==> src/rtl/palette_lut_if.sv <==
// Pixel, palette-write and status signals for palette_lut.
// The master drives pixels and writes; the slave returns colours and status.
interface palette_lut_if #(
    parameter int unsigned IDX_W = 4,
    parameter int unsigned CH_W  = 4
);
    logic [IDX_W-1:0]  index;
    logic              pix_valid;
    logic              frame_start;
    logic              wr_en;
    logic [IDX_W-1:0]  wr_addr;
    logic [3*CH_W-1:0] wr_data;
    logic              swap_req;
    logic [CH_W-1:0]   red;
    logic [CH_W-1:0]   green;
    logic [CH_W-1:0]   blue;
    logic              out_valid;
    logic              out_transparent;
    logic              busy;
    logic              swap_pending;
    logic              front_bank;

    modport master (
        output index, pix_valid, frame_start, wr_en, wr_addr, wr_data, swap_req,
        input  red, green, blue, out_valid, out_transparent, busy, swap_pending, front_bank
    );

    modport slave (
        input  index, pix_valid, frame_start, wr_en, wr_addr, wr_data, swap_req,
        output red, green, blue, out_valid, out_transparent, busy, swap_pending, front_bank
    );
endinterface

==> src/rtl/palette_lut.sv <==
// Double-buffered colour palette lookup with a 2-cycle pipeline.
// Lookups read the front bank; writes go to the back bank; banks swap at frame_start.
module palette_lut #(
    parameter int unsigned IDX_W     = 4,
    parameter int unsigned CH_W      = 4,  // must not exceed IDX_W
    parameter int unsigned TRANS_IDX = 0
) (
    input logic          Clk,
    input logic          Reset,
    palette_lut_if.slave bus
);
    localparam int unsigned DEPTH = 2 ** IDX_W;
    localparam int unsigned DW    = 3 * CH_W;

    typedef enum logic [1:0] {StInit, StRun, StPend} state_e;

    state_e           state_q, state_d;
    logic [IDX_W-1:0] cnt_q;
    logic             front_q;
    logic             swap;
    logic             busy;
    logic [CH_W-1:0]  init_ch;
    logic [DW-1:0]    init_word;

    logic [DW-1:0]    mem [2][DEPTH];

    logic             v1_q;
    logic             t1_q;
    logic [IDX_W-1:0] idx1_q;
    logic             ov_q;
    logic             ot_q;
    logic [DW-1:0]    rgb_q;

    assign busy      = (state_q == StInit);
    assign init_ch   = cnt_q[IDX_W-1 -: CH_W];
    assign init_word = {init_ch, init_ch, init_ch};

    always_comb begin
        state_d = state_q;
        swap    = 1'b0;
        case (state_q)
            StInit: begin
                if (cnt_q == IDX_W'(DEPTH - 1)) state_d = StRun;
            end
            StRun: begin
                // Request and frame start together swap immediately
                if (bus.swap_req) begin
                    if (bus.frame_start) swap = 1'b1;
                    else                 state_d = StPend;
                end
            end
            StPend: begin
                if (bus.frame_start) begin
                    swap    = 1'b1;
                    state_d = StRun;
                end
            end
            default: state_d = StInit;
        endcase
    end

    always_ff @(posedge Clk) begin
        if (Reset) begin
            state_q <= StInit;
            cnt_q   <= '0;
            front_q <= 1'b0;
        end else begin
            state_q <= state_d;
            if (busy) cnt_q <= cnt_q + 1'b1;
            if (swap) front_q <= ~front_q;
        end
    end

    // Writes use the pre-swap back bank, so a write on the swap edge lands in the new front
    always_ff @(posedge Clk) begin
        if (busy) begin
            mem[0][cnt_q] <= init_word;
            mem[1][cnt_q] <= init_word;
        end else if (bus.wr_en) begin
            mem[~front_q][bus.wr_addr] <= bus.wr_data;
        end
    end

    always_ff @(posedge Clk) begin
        if (Reset) begin
            v1_q   <= 1'b0;
            t1_q   <= 1'b0;
            idx1_q <= '0;
            ov_q   <= 1'b0;
            ot_q   <= 1'b0;
            rgb_q  <= '0;
        end else begin
            v1_q   <= bus.pix_valid & ~busy;
            t1_q   <= (bus.index == IDX_W'(TRANS_IDX));
            idx1_q <= bus.index;
            ov_q   <= v1_q;
            ot_q   <= v1_q & t1_q;
            if (v1_q) rgb_q <= mem[front_q][idx1_q];
        end
    end

    assign bus.red             = rgb_q[DW-1 -: CH_W];
    assign bus.green           = rgb_q[2*CH_W-1 -: CH_W];
    assign bus.blue            = rgb_q[CH_W-1:0];
    assign bus.out_valid       = ov_q;
    assign bus.out_transparent = ot_q;
    assign bus.busy            = busy;
    assign bus.swap_pending    = (state_q == StPend);
    assign bus.front_bank      = front_q;
endmodule

==> src/flat_wrapper.sv <==
// flat-port wrapper written by rule: the top's interface ports become plain ports
module palette_lut_flat 
#(
    parameter int unsigned IDX_W     = 4,
    parameter int unsigned CH_W      = 4,                          
    parameter int unsigned TRANS_IDX = 0
)
  (Clk, Reset, bus_index, bus_pix_valid, bus_frame_start, bus_wr_en, bus_wr_addr, bus_wr_data, bus_swap_req, bus_red, bus_green, bus_blue, bus_out_valid, bus_out_transparent, bus_busy, bus_swap_pending, bus_front_bank);
  palette_lut_if #(.IDX_W(IDX_W), .CH_W(CH_W)) bus_i ();
  input logic Clk;
  input logic Reset;
  input wire logic [$bits(bus_i.index)-1:0] bus_index;
  input wire logic [$bits(bus_i.pix_valid)-1:0] bus_pix_valid;
  input wire logic [$bits(bus_i.frame_start)-1:0] bus_frame_start;
  input wire logic [$bits(bus_i.wr_en)-1:0] bus_wr_en;
  input wire logic [$bits(bus_i.wr_addr)-1:0] bus_wr_addr;
  input wire logic [$bits(bus_i.wr_data)-1:0] bus_wr_data;
  input wire logic [$bits(bus_i.swap_req)-1:0] bus_swap_req;
  output wire logic [$bits(bus_i.red)-1:0] bus_red;
  output wire logic [$bits(bus_i.green)-1:0] bus_green;
  output wire logic [$bits(bus_i.blue)-1:0] bus_blue;
  output wire logic [$bits(bus_i.out_valid)-1:0] bus_out_valid;
  output wire logic [$bits(bus_i.out_transparent)-1:0] bus_out_transparent;
  output wire logic [$bits(bus_i.busy)-1:0] bus_busy;
  output wire logic [$bits(bus_i.swap_pending)-1:0] bus_swap_pending;
  output wire logic [$bits(bus_i.front_bank)-1:0] bus_front_bank;
  assign bus_i.index = bus_index;
  assign bus_i.pix_valid = bus_pix_valid;
  assign bus_i.frame_start = bus_frame_start;
  assign bus_i.wr_en = bus_wr_en;
  assign bus_i.wr_addr = bus_wr_addr;
  assign bus_i.wr_data = bus_wr_data;
  assign bus_i.swap_req = bus_swap_req;
  assign bus_red = bus_i.red;
  assign bus_green = bus_i.green;
  assign bus_blue = bus_i.blue;
  assign bus_out_valid = bus_i.out_valid;
  assign bus_out_transparent = bus_i.out_transparent;
  assign bus_busy = bus_i.busy;
  assign bus_swap_pending = bus_i.swap_pending;
  assign bus_front_bank = bus_i.front_bank;
  palette_lut #(.IDX_W(IDX_W), .CH_W(CH_W), .TRANS_IDX(TRANS_IDX)) u_core (.Clk(Clk), .Reset(Reset), .bus(bus_i));
endmodule
==> config.mk <==
export PLATFORM = sky130hd
export DESIGN_NAME = palette_lut_flat
export DESIGN_NICKNAME = d
export VERILOG_FILES = /design/src/rtl/palette_lut_if.sv /design/src/rtl/palette_lut.sv /design/src/flat_wrapper.sv
export SDC_FILE = /design/constraint.sdc
export NUM_CORES = 1
export LEC_CHECK = 0
export CAP_MARGIN = 20
export CORE_ASPECT_RATIO = 1.25
export CORE_MARGIN = 2
export CORE_UTILIZATION = 50
export CTS_CLUSTER_SIZE = 20
export DETAILED_ROUTE_END_ITERATION = 10
export GPL_ROUTABILITY_DRIVEN = 0
export HOLD_SLACK_MARGIN = 0.03
export PLACE_DENSITY = 0.66
export SYNTH_ARGS = -nofsm -noshare
export SYNTH_HDL_FRONTEND = slang
export SYNTH_SLANG_ARGS = --single-unit
==> constraint.sdc <==
create_clock -name Clk -period 3 [get_ports Clk]
set_input_delay 0.45 -clock Clk [delete_from_list [all_inputs] [get_ports Clk]]
set_output_delay 0.45 -clock Clk [all_outputs]
set_load 0.05 [all_outputs]
==> results of run 1 <==
==> state kept, by name (all words and copies together) (netlist names), named ones only <==
register / flops
u_core.idx1_q: 4
u_core.rgb_q: 12
u_core.v1_q: 1
u_core.t1_q: 1
u_core.bus.front_bank: 1
u_core.state_q: 2
u_core.cnt_q: 4
u_core.bus.out_valid: 1
u_core.bus.out_transparent: 1
u_core.mem: 384
==> worst max-delay path by stage <==
stage / startpoint / end / slack [ns] / cells past startpoint
after global placement: bus_wr_en / u_core.mem[0][98]$_DFFE_PP_ / 0.11 / 6
after global routing: u_core.state_q[0]$_SDFFE_PP0P_ / u_core.mem[0][104]$_DFFE_PP_ / 0.09 / 8
final: u_core.state_q[0]$_SDFFE_PP0P_ / u_core.mem[0][100]$_DFFE_PP_ / 0.24 / 8
after detailed placement: bus_wr_en / u_core.mem[0][100]$_DFFE_PP_ / 0.1 / 7
after CTS: u_core.state_q[0]$_SDFFE_PP0P_ / bus_busy / 0.27 / 4
after floorplan: u_core.state_q[0]$_SDFFE_PP0P_ / u_core.mem[0][108]$_DFFE_PP_ / 0.09 / 7
==> metal layers <==
layer	global-route usage, %	part of all wire (%)	up-vias
met3	4.30	7.4	130
met4	11.8	4.5	8
met2	42.8	49	551
li1	-	-	6139
met1	31.1	39	6493
met5	0	0.093	-
==> power by group through the flow <==
stage,combinational [W],sequential (W),clock [W]
6_report,0.00145,0.00685,0.00534
5_1_grt,0.00159,0.00687,0.00561
4_1_cts,0.00143,0.00685,0.00539
3_5_place_dp,0.00143,0.00697,0
3_3_place_gp,0.00138,0.00696,0
2_1_floorplan,0.000900,0.00695,0
==> layout by cell type, fill, tap and decap left out, drive strengths merged, types with 2 or more instances in the layout <==
cell           netlist  routed
xor2                 2       2
bufinv               0       2
nor2b               16      16
and3b                4       4
dfxtp               28      28
and3                 3       3
edfxtp             384     384
or2                  3       3
a21oi               53      53
buf                 37     108
o21ai              269     269
a21o                24      24
mux2i              241     241
a22oi               96      96
nor2                31      31
clkbuf             111      53
and2                 6       6
nand2b               7       7
clkdlybuf4s50        0      42
nand3b               2       2
or4                 13      13
ha                  11      11
clkinv               8      26
clkinvlp             0       3
a211oi              12      12
nand3                2       2
nor3b                6       6
nand2              174     174
inv                  9      10
mux2                48      48
==> stage by stage <==
stage / power (W) / cells
floorplan: 0.00785 / 1605
global placement: 0.00834 / 2105
detailed placement: 0.00840 / 2105
CTS: 0.0137 / 2182
global route: 0.0141 / 2183
finish: 0.0136 / 2183
==> worst max-delay path, cell delays in order (launching register included) <==
cell,delay [ns]
dfxtp_1,0.39
inv_1,0.11
ha_1,0.23
nor2b_1,0.41
nand2_1,0.12
or2_2,0.38
nor2_1,0.45
buf_4,0.27
mux2i_1,0.20
==> cell type report <==
| type | instances | area share [%] |
|---|---|---|
| Sequential cell | 412 | 53.6 |
| Multi-Input combinational cell | 1028 | 31.1 |
| Antenna cell | 1 | 0.0111 |
| Tap cell | 498 | 2.76 |
| Timing Repair Buffer | 150 | 5.95 |
| Clock buffer | 53 | 5.49 |
| Clock inverter | 24 | 0.787 |
| Inverter | 17 | 0.283 |
==> cells by family (layout without fill, tap and decap cells) <==
group,Yosys count,in the layout,share of synthesized area [%]
other cells,0,1,0
simple gates,270,270,6.10
xor+xnor,3,3,0.132
fa+ha+maj,11,11,0.691
mux,289,289,14.8
buf+inv,165,244,4.09
compound gates,455,455,13.4
flops,412,412,60.7
==> flow_summary.ini, run 1 <==
[outcome]
status = finished, final reports clean

[synthesis]
synthTopCellsByCount = edfxtp_1 (384), o21ai_0 (269), mux2i_1 (241)
ys_ff_latch = 412
synth_area_per_cell_sq_um = 12.4
synth_top_cell_by_area = edfxtp_1
synth.most_common_cell = edfxtp_1
synth_top_area_share_pct = 57.9
synthCells = 1605
synth_edf_count = 384
netlist_area_sq_mm = 0.0199
async_flop_share_pct = 0
yosysSeqAreaShare_pct = 60.7
ys.flop_type = edfxtp_1
ys_top_cells_by_area = edfxtp_1 (58%), mux2i_1 (12%), o21ai_0 (6.8%)
synth_cell_type_count = 39
synth_fp_nets = 1642
yosys_warnings = 0

[critical_path]
startpoint_type = register
cp-end-kind = register
rr_startpoint = u_core.state_q[0]$_SDFFE_PP0P_
path_class = register to register
crit_arrival_ns = 3.12
worstRegToRegCells = 8
crit_fanout = 8
timing.rr.end = u_core.mem[0][100]$_DFFE_PP_
r2r_setup_slack_ns = 0.24
cp.required_ns = 3.36

[timing]
post-route-period-util_pct = 92.0
fin_ws_ns = 0.239
slew_headroom_pct = 33.7
slew_violations = 0
clock_skew_ns = 0.0161
max_freq_mhz = 362
min_period_ns = 2.76
hold_ws_ns = 0.426
rsz0062_at_grt = no
hold_viol = 0
worst_pin_slew_ns = 0.993
finalSetupViolCount = 0
fin_setup_tns_ns = 0

[clock_network]
cts_buffers = 43
cts_sinks = 412
clock_latency_ns = 0.56
path_clk_slew_ns = 0.06
cts_resized = 0
cts_hold_buf = 0
tritoncts = done
htree_num_levels = 2
cts_setup_buffers = 0
root_buffer = clkbuf_16
clockBufferDepth = 3

[power_and_ir_drop]
power_switching_w = 0.00331
irDropWorstVdd_mv = 0.346
p_per_area_mw_per_mm2 = 604
p_comb_share_pct = 10.6
leakage_nw = 7.82
p_sw_share_pct = 24.2
p_int_w = 0.0103
clockPowerShare_pct = 39.2
pwr-share-seq_pct = 50.2

[routing]
routed-via-count = 13321
wire_per_inst_microns = 23.5
drc = 0
drt_iter0_markers = 1378
first_pass_iters = 6
via_per_inst = 6.10
antenna_left = 0
wirelength_microns = 51400

[layout]
final_cell_area_sq_mm = 0.0226
syn_to_final_growth_pct = 13.4
fin_util_pct = 57.6
regArea_sq_mm = 0.0121
drive_gt1_share_pct = 14.7
multi_input_area_sq_mm = 0.00703
nNetsFinal = 1689
fillers = 3170

[global_routing]
grt_max_degree = 37
grt_pass1_wl_microns = 76600
globalRoute.totalOverflow = 0
antenna_found_initial = 5
first_global_vias = 12994
track_usage_pct = 25.0

[floorplanning]
core-area_sq_mm = 0.0392
start_util_pct = 50.8
die_area_sq_mm = 0.0414
pin_count = 43
rows = 81
die_height_microns = 227
die_x_microns = 182

[place]
portBuffers = 42
placed_cell_area_sq_mm = 0.0212
place_ws_ns = 0.0999
hpwl_microns = 35900

[min_path]
holdPathStages = 1
min_from = u_core.t1_q$_SDFF_PP0_
hold_class = register to register
min_to = u_core.bus.out_transparent$_SDFF_PP0_

[job]
cap_violations = 0
(Power assumes the default switching activity.)
==> run 2, diff against run 1 <==
Settings changed: CAP_MARGIN 20 to default, CORE_UTILIZATION 50 to 35, PLACE_DENSITY 0.66 to 0.5.
==> flow_summary.ini, run 2 (synthesized netlist as in run 1, its figures left out) <==
[critical_path]
r2r_setup_slack_ns = 0.37
cp-end-kind = primary output
slowest_stage = clkdlybuf4s50_1
critPathLaunch = u_core.state_q[0]$_SDFFE_PP0P_
path_class = register to primary output
crit_fanout = 12
crit_end = bus_busy
worstRegToRegCells = 7
crit_arrival_ns = 2.47
timing.rr.end = u_core.mem[0][11]$_DFFE_PP_
startpoint_type = register
rr_startpoint = u_core.state_q[0]$_SDFFE_PP0P_
slowest_delay_ns = 0.84
cp.required_ns = 2.55
path_cells = inv_1 > ha_1 > buf_4 > clkdlybuf4s50_1

[clock_network]
cts_sinks = 412
tritoncts = done
cts_setup_buffers = 0
clockBufferDepth = 3
htree_num_levels = 2
path_clk_slew_ns = 0.06
root_buffer = clkbuf_16
clock_latency_ns = 0.58
cts_buffers = 44
cts_hold_buf = 0
cts_resized = 0

[power_and_ir_drop]
irDropWorstVdd_mv = 0.393
p_sw_share_pct = 24.7
p_comb_share_pct = 10.8
p_per_area_mw_per_mm2 = 606
pwr-share-seq_pct = 49.0
leakage_nw = 7.97
p_int_w = 0.0106
clockPowerShare_pct = 40.2
power_switching_w = 0.00347
power_w = 0.0140

[outcome]
status = finished, final reports clean

[global_routing]
grt_max_degree = 49
track_usage_pct = 20.3
globalRoute.totalOverflow = 0
grt_pass1_wl_microns = 87200
met3_usage_pct = 3.28
antenna_found_initial = 3
gr-usage-met2_pct = 34.6
busiest_layer = met2
first_global_vias = 13247
use_met1_pct = 25.5

[layout]
drive_gt1_share_pct = 16.1
nNetsFinal = 1717
final_cell_area_sq_mm = 0.0232
layout_common_cells = edfxtp_1 (384), o21ai_0 (265), mux2i_1 (241)
syn_to_final_growth_pct = 16.3
reg_top3 = u_core.mem: 384 flops, u_core.rgb_q: 12 flops
fin_util_pct = 41.2
regMostFlops = u_core.mem
largest_register_ff_count = 384
final_common_cell = edfxtp_1

[floorplanning]
die_x_microns = 217
die_area_sq_mm = 0.0588
start_util_pct = 35.4
die_height_microns = 271
rows = 97
core-area_sq_mm = 0.0562
pin_count = 43

[routing]
drc = 0
routed-via-count = 13282
first_pass_iters = 6
antenna_left = 0
via_per_inst = 5.41
wirelength_microns = 59800
drt_iter0_markers = 1215
wire_per_inst_microns = 24.3

[place]
placed_cell_area_sq_mm = 0.0217
hpwl_microns = 41000
portBuffers = 42

[timing]
hold_viol = 0
worst_pin_slew_ns = 1.06
min_period_ns = 2.92
clock_skew_ns = 0.0244
rsz0062_at_grt = no
hold_ws_ns = 0.432
post-route-period-util_pct = 97.2
slew_violations = 0
slew_headroom_pct = 28.9
finalSetupViolCount = 0
fin_setup_tns_ns = 0
max_freq_mhz = 343

[min_path]
hold_class = register to register
holdPathStages = 1

[job]
cap_violations = 0
==> run 2: cell types whose count changed in the layout (fill, tap and decap cells not counted), moves of 3 or more <==
cell / before / now
o21ai_0: 268 / 265
clkbuf_16: 48 / 45
bufinv_16: 2 / 6
clkinv_2: 11 / 8
o21ai_1: 1 / 4
buf_4: 99 / 125
==> run 2: per-stage QoR <==
step,instances,worst slack (ns)
after floorplan,1605,0.0855
after global placement,2376,0.218
after detailed placement,2376,0.237
after CTS,2455,0.0317
after global routing,2456,0.00510
final,2456,0.0842
==> run 2: worst max-delay path: cells and delay by family (launching register included) <==
kind,cells,cell delay [ns]
buffers and inverters,3,1.26
flip-flops,1,0.35
adder cells (fa/ha/maj),1,0.30
==> run 2: layout make-up <==
type,instances,area (sq um)
diodes,1,2.50
clock buffers,49,1160
clock inverters,30,314
fillers,5279,33000
inverters,17,63.8
multi-input cells,1028,7030
flip-flops and latches,412,12100
well taps,742,928
repair buffers,177,1560
==> run 2: worst min path at each step <==
stage / startpoint / endpoint / slack (ns)
floorplan: u_core.t1_q$_SDFF_PP0_ / u_core.bus.out_transparent$_SDFF_PP0_ / 0.41
global placement: u_core.t1_q$_SDFF_PP0_ / u_core.bus.out_transparent$_SDFF_PP0_ / 0.43
detailed placement: u_core.t1_q$_SDFF_PP0_ / u_core.bus.out_transparent$_SDFF_PP0_ / 0.42
CTS: u_core.t1_q$_SDFF_PP0_ / u_core.bus.out_transparent$_SDFF_PP0_ / 0.43
global route: u_core.t1_q$_SDFF_PP0_ / u_core.bus.out_transparent$_SDFF_PP0_ / 0.47
finish: u_core.t1_q$_SDFF_PP0_ / u_core.bus.out_transparent$_SDFF_PP0_ / 0.43
==> run 2: per-layer routing <==
layer  vias to the layer above  wire length [microns]
li1                       6189                      -
met1                      6606                  24900
met3                       102                   2860
met2                       385                  29500
met4                         0                   2570
met5                         -                      0
==> run 2: power groups by stage <==
stage	Combinational, W	Clock, W	Sequential [W]
2_1_floorplan	0.000900	0	0.00695
3_3_place_gp	0.00149	0	0.00699
3_5_place_dp	0.00152	0	0.00700
4_1_cts	0.00153	0.00575	0.00688
5_1_grt	0.00167	0.00596	0.00690
6_report	0.00152	0.00564	0.00688
==> RTL edit 1, RTL diff (flow settings as in run 1) <==
Make the reset (`Reset`) asynchronous in 2 clocked blocks.
--- a/src/rtl/palette_lut.sv
+++ b/src/rtl/palette_lut.sv
@@ -61,3 +61,3 @@
 
-    always_ff @(posedge Clk) begin
+    always_ff @(posedge Clk or posedge Reset) begin
         if (Reset) begin
@@ -83,3 +83,3 @@
 
-    always_ff @(posedge Clk) begin
+    always_ff @(posedge Clk or posedge Reset) begin
         if (Reset) begin
Formal check against the unedited RTL: same outputs for any inputs over 10 cycles, from zero or initial values and one cycle with Reset high; that may be too few to reach the edited logic, so the function may still have changed.
==> RTL edit 1 against run 1 <==
- setup slack worse by 63 ps
- wire length grew 2.7%
- design area is 0.84% lower
- critical path type is now reg -> out
- synthesized cell count decreased by 3.2%
- sequential cell count down 1
- non-clock buffer count increased by 26
- via count decreased by 1.2%
- critical endpoint is now bus_busy
- synthesized area down 1.8%
Power is not compared: it rests on default switching activity, and its combinational part moved more than twofold at a synthesized area within 25%.
==> RTL edit 1: results <==
global_routing:
  grt_use_met1_pct: 32.52
  grt_pass1_wl_mm: 77.78
  grt_util_met3_pct: 3.264
  grt_max_degree: 40
  grt_use_total_pct: 25.80
  antenna_found_initial: 0
  grtUsageMet2_pct: 43.37
route:
  post_drt_wl_per_cell_microns: 24.36
  met3_wirelength_mm: 3.700
  viasPerCell: 6.071
  top_layer_used: "met4"
  first_pass_iters: 6
  dr_wl_met2_mm: 25.65
  drt_iter0_markers: 1305
  vias: 13160
  wl_met1_mm: 20.39
power_and_ir_drop:
  cellLeakagePower_nw: 8.159
  switchingPower_mw: 6.745
synthesis:
  synthFlopType: "edfxtp_1"
  yosys-top-cells-count: "edfxtp_1 (384), o21ai_0 (307), mux2i_1 (234)"
  synth_enable_flop_cells: 384
  yosys_warnings: 0
  synthTopCellsByArea: "edfxtp_1 (59%), mux2i_1 (12%), o21ai_0 (7.9%), a22oi_1 (3.7%), dfrtp_1 (3.5%)"
  synth_cells: 1553
  synth.distinct_cells: 41
  async_flop_share_pct: 6.569
  seq_area_frac_synth_pct: 62.44
worst_hold_path:
  worstHoldStart: "bus_index[3]"
  worstHoldPathType: "in -> reg"
clocking:
  clkTransAtPathRegs_ps: 60
  clockRootBuffer: "clkbuf_16"
  cts_buffers: 41
  clock_path_buffers: 3
  clk_latency_ps: 560
  htree_levels: 2
  cts_setup_buffers: 0
final_layout:
  drive_gt1_share_pct: 15.82
  antenna_cells: 0
  final_net_count: 1672
  top_regs: "u_core.mem x384, u_core.rgb_q x12"
status:
  status: "completed"
placement:
  placed_area_sq_um: 21080
  dp.cells: 2092
  port_buffers: 42
  dp.final_hpwl_mm: 35.41
  pre_cts_ws_ps: 304.4
setup_path:
  critPathCapture: "bus_busy"
  r2r_cells: 8
  crit_path_max_incr_delay_ps: 860
  cp_top_family: "buffers and inverters"
  regToRegSetupSlack_ps: 390
  crit_fanout: 17
  r2r-start: "u_core.bus.front_bank$_DFFE_PP0P_"
  startpoint: "u_core.state_q[1]$_DFFE_PP0P_"
  crit_slowest_cell: "clkdlybuf4s50_1"
  reg2reg_to: "u_core.rgb_q[8]$_DFFE_PP0P_"
timing:
  maxSlewHeadroom_pct: 33.13
  setup_slack_ps: 176.3
  skew_ps: 23.65
==> RTL edit 1: cell count changes in the layout (fill, tap and decap cells not counted), sizes merged, moves of 13 or more <==
cell,change
buf,+26
a21o,-24
or4,-13
dfrtp,+27
nor2,-16
nor4,+13
dfxtp,-28
o21ai,+41
==> RTL edit 1: kinds of logic (layout without fill, tap and decap cells) <==
logic type	after synthesis	after routing	share of synthesized area, %
xor gates and xnor gates	4	4	0.1792
DFF	411	411	62.44
muxes	288	288	15.09
and+or+nand+nor	232	232	5.197
adders and majority gates	9	9	0.5760
AOI/OAI and AO/OA	456	456	12.93
buffers and inverters	153	269	3.590
==> RTL edit 1: how the worst min path moves through the flow <==
| stage | cells after the start | endpoint | slack [ps] |
|---|---|---|---|
| after floorplan | 0 | u_core.bus.out_valid$_DFF_PP0_ | 430 |
| final | 1 | u_core.idx1_q[3]$_DFF_PP0_ | 370 |
| after global placement | 1 | u_core.bus.out_transparent$_DFF_PP0_ | 450 |
| after detailed placement | 1 | u_core.bus.out_transparent$_DFF_PP0_ | 470 |
| after global routing | 1 | u_core.idx1_q[2]$_DFF_PP0_ | 380 |
| after CTS | 1 | u_core.idx1_q[3]$_DFF_PP0_ | 350 |
==> RTL edit 1: power groups by stage <==
stage	clock [mW]	combinational [mW]	sequential (mW)
final	4.99	6.66	8.47
after global routing	5.26	7.28	8.53
after CTS	5.04	6.63	8.47
after detailed placement	0	6.61	8.58
after global placement	0	6.36	8.56
after floorplan	0	4.52	8.58
==> RTL edit 1: area by class of cell <==
| class | instances | area (sq um) |
|---|---|---|
| tap | 498 | 623.1 |
| inverter | 18 | 67.56 |
| clock buffer | 53 | 1121 |
| fill | 3120 | 16430 |
| sequential | 411 | 12210 |
| clock inverter | 22 | 181.4 |
| multi-input combinational | 989 | 6665 |
| timing repair buffer | 176 | 1514 |
==> RTL edit 2, RTL diff (settings of run 1) <==
Without the edit above. `IDX_W` is set to 4 in 3 places; all go to 5.
--- a/src/rtl/palette_lut_if.sv
+++ b/src/rtl/palette_lut_if.sv
@@ -3,3 +3,3 @@
 interface palette_lut_if #(
-    parameter int unsigned IDX_W = 4,
+    parameter int unsigned IDX_W = 5,
     parameter int unsigned CH_W  = 4
--- a/src/rtl/palette_lut.sv
+++ b/src/rtl/palette_lut.sv
@@ -3,3 +3,3 @@
 module palette_lut #(
-    parameter int unsigned IDX_W     = 4,
+    parameter int unsigned IDX_W     = 5,
     parameter int unsigned CH_W      = 4,  // must not exceed IDX_W
--- a/src/flat_wrapper.sv
+++ b/src/flat_wrapper.sv
@@ -3,3 +3,3 @@
 #(
-    parameter int unsigned IDX_W     = 4,
+    parameter int unsigned IDX_W     = 5,
     parameter int unsigned CH_W      = 4,                          
Ports: changed (resized bus_index and bus_wr_addr); port bits go from 43 to 45. No check against the original RTL was run, so the function may have changed too.
==> RTL edit 2 against run 1 <==
- wire length increased by 120%
- sequential share of layout area grew 2.1 points
- clock skew is 12 ps higher
- sequential power grew 97%
- critical path type is now reg -> out
- setup slack improved by 20 ps
- global-route usage grew 4.1 points
- power rose by 99%
- largest cell class unchanged
- via count is 93% higher
- synthesized area up 88%
- design area is 88% higher
- count of clock-buffer cells in the layout is 41 higher
- sequential cell count grew 386
==> RTL edit 2: results <==
status:
  status: "completed"
timing:
  skew_ps: 28.57
  tightest_slew_ps: 971.0
final_layout:
  final_net_count: 2964
  drive_gt1_share_pct: 19.06
  fillerInstances: 5888
  top_regs: "u_core.mem x768, u_core.rgb_q x12"
  antenna_cells: 0
global_routing:
  grt_pass1_vias: 25310
  grtUsageMet2_pct: 50.13
  grt_max_degree: 54
  grt_util_met3_pct: 4.835
  grt_use_met1_pct: 35.11
  grt_use_total_pct: 29.15
  grt_pass1_wl_mm: 164.8
  antenna_found_initial: 1
placement:
  dp.final_hpwl_mm: 75.92
  port_buffers: 44
  dp.cells: 3817
  pre_cts_ws_ps: 194.6
  placed_area_sq_um: 40020
clocking:
  clk_latency_ps: 650
  clockRootBuffer: "clkbuf_16"
  cts_setup_buffers: 0
  htree_levels: 3
  cts_resized: 0
  clock_path_buffers: 3
  clkTransAtPathRegs_ps: 70
  cts_buffers: 78
route:
  drt_iter0_markers: 2993
  vias: 25640
  first_pass_iters: 7
  post_drt_wl_per_cell_microns: 28.45
  viasPerCell: 6.476
setup_path:
  required_ps: 2550
  crit_fanout: 6
  crit_path_max_incr_delay_ps: 870
  crit_slowest_cell: "clkdlybuf4s50_1"
synthesis:
  yosys_warnings: 0
  synth.avg_cell_area_sq_um: 13.10
  synth_enable_flop_cells: 768
  synthTopCellsByArea: "edfxtp_1 (62%), o21ai_0 (8.4%), mux2i_1 (6.1%), mux4_2 (5.8%), nand2_1 (3.5%)"
  synth_fp_nets: 2899
  seq_area_frac_synth_pct: 63.11
  async_flop_share_pct: 0
  yosys-top-cells-count: "edfxtp_1 (768), o21ai_0 (633), nand2_1 (347)"
  synth.distinct_cells: 47
power_and_ir_drop:
  cellLeakagePower_nw: 14.35
  irDropWorstVdd_mv: 0.4113
worst_hold_path:
  worstHoldPathType: "in -> reg"
-- RTL edit 2: layout make-up --
type | count | area [sq um] | area share (%)
flip-flops and latches | 798 | 23680 | 55.71
repair buffers | 262 | 2452 | 5.769
well taps | 969 | 1212 | 2.852
inverters | 18 | 67.56 | 0.1589
clock inverters | 49 | 424.2 | 0.9979
clock buffers | 94 | 2064 | 4.857
multi-input cells | 1770 | 12600 | 29.65
-- RTL edit 2: logic make-up after synthesis --
group | share of synthesized area [%]
xor gates and xnor gates | 0.07009
buffers and inverters | 3.344
AOI/OAI and AO/OA | 11.92
DFF | 63.11
adders and majority gates | 0.2670
and+or+nand+nor | 6.134
muxes | 15.15
-- RTL edit 2: critical path, delay by kind of cell, from the launching register on --
| family | cells | cell delay, ps |
|---|---|---|
| DFF | 1 | 330 |
| adders and majority gates | 1 | 340 |
| buffers and inverters | 2 | 980 |
-- RTL edit 2: path summary, 6_finish.rpt --
path,from,endpoint,slack [ps],cells past startpoint
hold reg to reg,u_core.t1_q$_SDFF_PP0_,u_core.bus.out_transparent$_SDFF_PP0_,430,1
hold / removal,bus_pix_valid,u_core.v1_q$_SDFF_PP0_,390,2
setup reg to reg,flip-flop,u_core.rgb_q[0]$_SDFFE_PP0P_,300,5
setup / recovery,u_core.state_q[0]$_SDFFE_PP0P_,bus_busy,260,3
-- RTL edit 2: power by group --
group | total [mW] | internal (mW) | switching, mW | leakage, nW
clock | 9.68 | 5.38 | 4.30 | 1.20
sequential | 13.5 | 13.2 | 0.264 | 7.38
combinational | 3.92 | 1.29 | 2.63 | 5.77
total | 27.1 | 19.9 | 7.19 | 14.4
-- RTL edit 2: layer usage --
layer,wire [microns],up-vias
met5,16,-
met4,6935,2
met3,9559,316
met2,55470,1421
met1,40660,12740
li1,-,11160
